`src/rtl/fmdll_pkg.sv`:
```
// Shared widths, ratio limits and request clamping for the FMDLL divider and select stages.
package fmdll_pkg;

  localparam int N_W = 4;
  localparam int M_W = 2;
  localparam logic [N_W-1:0] N_MIN = 4'd2;
  localparam logic [M_W-1:0] M_MIN = 2'd1;

  typedef struct packed {
    logic [N_W-1:0] n;
    logic [M_W-1:0] m;
  } cfg_t;

  // Ratios below the minimum would make the counters degenerate, so they are raised to it.
  function automatic logic [N_W-1:0] clamp_n(input logic [N_W-1:0] n);
    return (n < N_MIN) ? N_MIN : n;
  endfunction

  function automatic logic [M_W-1:0] clamp_m(input logic [M_W-1:0] m);
    return (m < M_MIN) ? M_MIN : m;
  endfunction

endpackage

```
`src/rtl/fmdll_mod_counter.sv`:
```
// Position counter running 1..limit; wrap flags the increment that returns it to 1.
module fmdll_mod_counter #(
  parameter int W = 4
) (
  input  logic         clk,
  input  logic         rst_n,
  input  logic         clear,
  input  logic         inc,
  input  logic [W-1:0] limit,
  output logic [W-1:0] count,
  output logic [W-1:0] count_next,
  output logic         wrap
);

  // Wrapping on >= keeps the count in range even if the limit were ever below it.
  always_comb begin
    wrap       = inc && (count >= limit);
    count_next = count;
    if (clear || wrap) begin
      count_next = W'(1);
    end else if (inc) begin
      count_next = count + W'(1);
    end
  end

  always_ff @(posedge clk) begin
    if (!rst_n) begin
      count <= W'(1);
    end else begin
      count <= count_next;
    end
  end

endmodule

```
`src/rtl/fmdll_div_counter.sv`:
```
// Frame divider: N/M position counters, divided clocks and boundary-aligned ratio updates.
module fmdll_div_counter
  import fmdll_pkg::*;
#(
  parameter int N_DEF = 4,
  parameter int M_DEF = 2
) (
  input  logic           clk,
  input  logic           rst_n,
  input  logic           en,
  input  logic           cfg_valid,
  output logic           cfg_ready,
  input  logic [N_W-1:0] N_cfg,
  input  logic [M_W-1:0] M_cfg,
  output logic [N_W-1:0] N,
  output logic [M_W-1:0] M,
  output logic [N_W-1:0] N_counter,
  output logic [M_W-1:0] M_counter,
  output logic           DIV_N,
  output logic           DIV_M,
  output logic           frame_start
);

  cfg_t           pend;
  logic           parked;
  logic           counting;
  logic           n_wrap;
  logic           m_wrap;
  logic           capture;
  logic           load;
  logic [N_W-1:0] n_count_next;
  logic [M_W-1:0] m_count_next;
  logic [N_W-1:0] n_act_next;
  logic [M_W-1:0] m_act_next;
  logic [N_W:0]   n_half;
  logic [M_W:0]   m_half;

  // After a park the first enabled edge only announces the frame; counting starts one edge later.
  assign counting = en && !parked;

  fmdll_mod_counter #(.W(N_W)) u_n_counter (
    .clk        (clk),
    .rst_n      (rst_n),
    .clear      (!en),
    .inc        (counting),
    .limit      (N),
    .count      (N_counter),
    .count_next (n_count_next),
    .wrap       (n_wrap)
  );

  fmdll_mod_counter #(.W(M_W)) u_m_counter (
    .clk        (clk),
    .rst_n      (rst_n),
    .clear      (!en),
    .inc        (n_wrap),
    .limit      (M),
    .count      (M_counter),
    .count_next (m_count_next),
    .wrap       (m_wrap)
  );

  // cfg_ready low doubles as "pending request held"; it applies when the counters return to (1,1).
  assign capture    = cfg_valid && cfg_ready;
  assign load       = !cfg_ready && (!en || m_wrap);
  assign n_act_next = load ? pend.n : N;
  assign m_act_next = load ? pend.m : M;
  assign n_half     = ({1'b0, n_act_next} + (N_W+1)'(1)) >> 1;
  assign m_half     = ({1'b0, m_act_next} + (M_W+1)'(1)) >> 1;

  always_ff @(posedge clk) begin
    if (!rst_n) begin
      N           <= N_W'(N_DEF);
      M           <= M_W'(M_DEF);
      pend        <= '0;
      cfg_ready   <= 1'b1;
      parked      <= 1'b0;
      DIV_N       <= 1'b1;
      DIV_M       <= 1'b1;
      frame_start <= 1'b0;
    end else begin
      if (capture) begin
        pend      <= '{n: clamp_n(N_cfg), m: clamp_m(M_cfg)};
        cfg_ready <= 1'b0;
      end else if (load) begin
        N         <= pend.n;
        M         <= pend.m;
        cfg_ready <= 1'b1;
      end
      parked      <= !en;
      frame_start <= en && (parked || m_wrap);
      DIV_N       <= ({1'b0, n_count_next} <= n_half);
      DIV_M       <= ({1'b0, m_count_next} <= m_half);
    end
  end

endmodule

```
`config.mk`:
```
export PLATFORM = sky130hd
export DESIGN_NAME = fmdll_div_counter
export DESIGN_NICKNAME = d
export VERILOG_FILES = /design/src/rtl/fmdll_pkg.sv /design/src/rtl/fmdll_mod_counter.sv /design/src/rtl/fmdll_div_counter.sv
export SDC_FILE = /design/constraint.sdc
export NUM_CORES = 1
export LEC_CHECK = 0
export BUFFER_PORTS_ARGS = -buffer_cell sky130_fd_sc_hd__buf_2
export CAP_MARGIN = 20
export CORE_MARGIN = 2
export CORE_UTILIZATION = 47
export DETAILED_ROUTE_END_ITERATION = 12
export PLACE_DENSITY = 0.81
export RECOVER_POWER = 50
export SLEW_MARGIN = 20
export SYNTH_ARGS = -nofsm -noshare
export SYNTH_HDL_FRONTEND = slang
export SYNTH_SLANG_ARGS = --single-unit
```
`constraint.sdc`:
```
create_clock -name clk -period 3.6 [get_ports clk]
set_input_delay 0.36 -clock clk [delete_from_list [all_inputs] [get_ports clk]]
set_output_delay 0.36 -clock clk [all_outputs]
set_load 0.01 [all_outputs]
```
==> Word-level counts from Yosys, hierarchy flattened <==
Cells that the tools add are included.
{ "op_classes": {"addsub": 4, "n_lt_le_gt_ge": 6, "n_mux": 10, "reduce_logical": 13} }
{ "op_table": {"columns": ["cell", "n"], "rows": [
  ["4-bit two-way mux", 4],
  ["2-bit two-way mux", 4],
  ["1-bit logical AND", 6],
  ["4-bit by 1-bit adder with 5-bit output, second input constant", 1],
  ["4-bit by 1-bit adder with 4-bit output, second input constant", 1],
  ["4-bit >= comparator", 1],
  ["4-bit less-or-equal comparator", 1],
  ["4-bit by 2-bit < comparator with 1-bit output, second input constant", 1],
  ["2-bit by 1-bit adder with 3-bit output, second input constant", 1],
  ["1-bit zero test", 3],
  ["1-bit logical OR", 3],
  ["2-bit by 1-bit adder with 2-bit output, second input constant", 1],
  ["2-bit >= comparator", 1],
  ["2-bit less-or-equal comparator", 1],
  ["2-bit by 1-bit < comparator with 1-bit output, second input constant", 1],
  ["1-bit two-way mux", 2],
  ["2-bit nonzero test", 1]
]} }
{ "totals": {"register_bits": 23, "input_bits": 10, "out_inout_bits": 16, "wordCells": 44} }

==> Logic depth before layout (Yosys ltp) <==
{ "depth": {"depth_word": 9, "mapped_depth": 14, "mapped_depth_nobuf": 13} }

==> Hierarchy <==
From an unflattened synthesis, not the netlist that was laid out.
{ "unflattened": {"hier_cells": 169, "area_unflattened_um2": 1402.6} }
{ "by_module_without_submodules": {"columns": ["mod", "n_inst", "cells_each", "area_each_um2", "seq_area_each_um2"], "rows": [
  ["fmdll_div_counter", 1, 112, 899.6, 340.3],
  ["fmdll_mod_counter (u_n_counter)", 1, 38, 347.8, 80.1],
  ["fmdll_mod_counter (u_m_counter)", 1, 19, 155.1, 40.0]
]} }

==> Worst setup path after synthesis <==
OpenSTA, ideal clock, no wires.
{ "synth_path": {"kind": "register to register", "from": "register u_n_counter.count[0]", "to": "register DIV_N", "setup_ps": 74, "arrival_time_ps": 3148, "required_time_ps": 3526, "setup_slack_ps": 378, "stages_incl_launch_ff": 15, "n_path_buf": 1, "period_less_slack_ps": 3222, "path_cell_list": "dfxtp_1 -> inv_1 -> ha_1 -> nand2b_4 -> a2111oi_4 -> o41a_1 -> buf_6 -> mux2_4 -> ha_1 -> xor2_1 -> ha_1 -> nor2b_1 -> o21a_1 -> o21a_1 -> o21ai_0"} }
{ "synth_between": {"elab_chain_len": 8, "word_cells_on_any_way": 12, "cone_classes": "add/sub (2); order compare (2); mux (3); reduce/logical (5)"} }
{ "synth_lines": {"columns": ["item", "line_no", "source"], "rows": [
  ["start: declaration", "fmdll_mod_counter.sv:10", "output logic [W-1:0] count,"],
  ["start signal: assignment", "fmdll_mod_counter.sv:30", "count <= count_next;"],
  ["4-bit >= comparator", "fmdll_mod_counter.sv:17", "wrap = inc && (count >= limit);"],
  ["1-bit logical AND (2 in series)", "fmdll_mod_counter.sv:17", null],
  ["1-bit logical OR", "fmdll_div_counter.sv:65", "assign load = !cfg_ready && (!en || m_wrap);"],
  ["1-bit logical AND", "fmdll_div_counter.sv:65", null],
  ["4-bit two-way mux", null, null],
  ["net n_act_next[1]", "fmdll_div_counter.sv:33", "logic [N_W-1:0] n_act_next;"],
  ["4-bit by 1-bit adder with 5-bit output", "fmdll_div_counter.sv:68", "assign n_half = ({1'b0, n_act_next} + (N_W+1)'(1)) >> 1;"],
  ["4-bit less-or-equal comparator", "fmdll_div_counter.sv:92", "DIV_N <= ({1'b0, n_count_next} <= n_half);"],
  ["end signal: assignment", "fmdll_div_counter.sv:92", null],
  ["end: declaration", "fmdll_div_counter.sv:19", "output logic DIV_N,"]
]} }
The timed path passes the listed nets, and every way through them passes these cells.
A chain may end at the register's enable or synchronous reset.

==> Final worst setup path <==
Same ends and word-level chain as after synthesis.

==> key figures <==
Run status
  • Status: finished, final reports clean

STA
  • Setup tns final: 0 ns
  • Least-Margin Pin Slew: 0.4879 ns
  • RSZ-0062 raised after global routing: false
  • Count of final hold-check violations: 0
  • Final setup vio count: 0
  • Relative slew slack: 67.47%
  • Post-layout min period: 3.317 ns
  • F_max: 301.4 MHz
  • Clock skew: 0.001306 ns
  • Pins Over Slew Limit: 0
  • Final period utilization: 92.15%

Layout
  • Layout Nets: roughly 200
  • Share of cells above drive strength 1: 18.02%
  • Fin util: 54.92%
  • Layout filler cell count: 261
  • Ant. Diodes: 0
  • Area grow syn2layout: 11.52%

Die
  • Placement Rows: 19
  • Die ar.: 3309 um^2
  • Initial Util: 49.24%
  • Floorplan core area: between 2000 and 3000 um^2
  • Ports: 26
  • Die Wd: 57.52 um
  • Die Y: roughly 58 um

Clock tree
  • Clock Latency Late Sink: between 0.3 and 0.4 ns
  • # clock sinks: 23
  • H-tree levels: 1
  • Max clock buf depth: 2
  • CTS tree: built
  • Worst-path clk slew: 0.13 ns
  • CTS root buffer: clkbuf_4
  • Post-CTS Setup Repair Bufs: 0
  • Total clock buffers created by CTS: 3
  • Post_cts resized: 0
  • Cts-stage hold buffer count: 0

Synth
  • Multiplexer area fraction after synthesis: 7.156%
  • Number of synthesized flops with an enable pin: 0
  • Synth top area share: 34.20%
  • Synth Area in Simple Gates: about a fifth
  • Mean post-synth cell area: 9.221 um^2
  • Cell accounting for the most synthesized area: dfxtp_1
  • Synth Area in Compound Gates: 14.59%
  • Async SR Flop Fraction: 0%
  • Yosys cell types: 39
  • Yosys reg bits: 23
  • Largest family of logic cells by synthesized area: simple AND/OR/NAND/NOR gates
  • Most used DFF post-synth: dfxtp_1
  • Mapped Area: 1346 um^2
  • Adder-cell share of the synthesized area: 13.94%
  • Post-synthesis cell count: 146
  • Sequential cell area fraction in the yosys report: 34.20%
  • Synthesized Nets: roughly 170
  • Largest cells by area after synthesis: dfxtp_1 34%, ha_1 14%, nand2_1 3.6%, nor2_1 3.6%, mux2_4 3.3%
  • Xor/xnor share of the synthesized area: 3.903%
  • Syn. warnings: 0

Routing
  • Vias per cell: around 5.4
  • Vias: 1,098
  • Post-route ant nets: 0
  • Initial DRC Count: 27
  • WL per Instance: about 14 um
  • WL final: between 2000 and 3000 um
  • DRT Pass-1 Iters: 4
  • Post-route DRC: 0

Power and ir drop
  • Cell area power density: 335.0 nW/um^2
  • Peak VDD IR: approximately 230 uV
  • Leakage power total: between 0.6 and 0.7 nW
  • Tot Pwr: around 0.00050 W

Placed design
  • # port buffers: 25
  • DPL Wire Length: around 2200 um
  • RD Place Congestion: 0.8428

Worst setup path
  • Slowest CP cell: a2111oi_4
  • Crit path cell chain: inv_1 > ha_1 > nand2b_4 > a2111oi_4 > o41a_1 > mux2_4 > ha_1 > xor2_1 > ha_1 > nor2b_1 > o21a_1 > o21a_1 > o21ai_0
  • WS Path Type: reg -> reg
  • Crit path max fanout: 4
  • CP Launch Type: flop
  • Worst Path Required: 3.86 ns
  • Worst path top cell family by delay: compound AO/OA/AOI/OAI gates
  • Bufs and invs on worst path: 1
  • Max stage delay on crit path: 0.41 ns
  • WP data arrival: 3.58 ns
  • CP Capture Type: flop
  • Crit-path most repeated cell: ha_1

Hold path
  • Hold Path Class: in -> reg

GRT
  • Vias in the first global route: 1,077
  • GRT Overall Usage: 18.11%
  • Initial antenna violation count: 0
  • First-pass GRT wire length: 4581 um
  • Global route total overflow: 0
  • Pin count of the biggest net entering global routing: 13

Job
  • MaxCap Viol Count: 0
## Yosys cell counts (all sizes together), types with 2 or more instances
| cell | n |
|---|---|
| nand2b | 4 |
| or2 | 5 |
| dfxtp | 23 |
| a21oi | 6 |
| a21o | 2 |
| nor2 | 13 |
| and3 | 3 |
| o21a | 3 |
| o41ai | 2 |
| o21ai | 5 |
| xnor2 | 3 |
| ha | 15 |
| clkbuf | 3 |
| xor2 | 3 |
| buf | 2 |
| mux2i | 4 |
| nand3 | 4 |
| nor2b | 2 |
| mux2 | 4 |
| nor3 | 2 |
| inv | 9 |
| nand2 | 13 |
| and2 | 6 |
## kinds of logic after synthesis
group,Yosys count
fa+ha+maj,15
mux,8
buf+inv,14
compound gates,26
xor+xnor,6
flops,23
simple gates,54
## per-layer routing
layer	wire, um	vias to the layer above	GRT usage, %
li1	-	553	-
met1	1154	513	19.72
met2	1438	27	33.28
met3	123	5	3.628
met4	52	0	8.306
met5	0	-	0
## sequential cells by signal, indices dropped and copies added, names as in the netlist
register / count
cfg_ready: 1
DIV_M: 1
frame_start: 1
u_n_counter.count: 4
parked: 1
DIV_N: 1
pend: 6
N: 4
u_m_counter.count: 2
M: 2
## final cells by class
class                           instances  area (um^2)  area share [%]
Clock buffer                            4        26.28           1.750
Inverter                                9        33.78           2.250
Multi-Input combinational cell        109        818.3           54.50
Sequential cell                        23        460.4           30.67
Tap cell                               31        38.79           2.583
Timing Repair Buffer                   27        123.9           8.250
## report_power, final
| group | total (W) | internal (W) | switching, W |
|---|---|---|---|
| clock network | 0.000127 | 0.0000435 | 0.0000830 |
| logic | 0.0000963 | 0.0000464 | 0.0000499 |
| registers | 0.000280 | 0.000268 | 0.0000118 |
## path summary, 6_finish.rpt
path / start / to / slack (ns) / depth (start not counted)
worst min-delay path: M_cfg[1] / pend[1]$_SDFFE_PN0P_ / 0.26 / 3
worst min register to register: pend[1]$_SDFFE_PN0P_ / pend[1]$_SDFFE_PN0P_ / 0.48 / 2
worst max-delay path: u_n_counter.count[0]$_SDFF_PN1_ / DIV_N$_SDFF_PN1_ / 0.28 / 13
worst max register to register: u_n_counter.count[0]$_SDFF_PN1_ / DIV_N$_SDFF_PN1_ / 0.28 / 13
## tightest hold or removal path, cell delays in order
cell and delay (ns):
buf_2 0.10, nand2_1 0.05, a21oi_1 0.05
## cells in the final DEF, fill, tap and decap left out, drive strengths merged, types with 2 or more instances in the layout
master	n
dfxtp	23
clkbuf	17
ha	15
buf	14
nor2	13
nand2	13
inv	9
a21oi	6
and2	6
o21ai	5
or2	5
mux2i	4
nand3	4
nand2b	4
mux2	4
o21a	3
xor2	3
xnor2	3
and3	3
nor3	2
nor2b	2
o41ai	2
a21o	2
## stage by stage
step,worst slack [ns],hold slack (ns),area [um^2],instances
3_5_place_dp,0.3164,0.4592,1491,199
6_report,0.2826,0.2618,1501,203
5_1_grt,0.06036,0.2745,1501,203
4_1_cts,0.2764,0.2512,1518,203
3_3_place_gp,0.4383,0.4467,1491,199
2_1_floorplan,0.3778,0.4338,1346,146
Power figures use the tool's default switching activity.
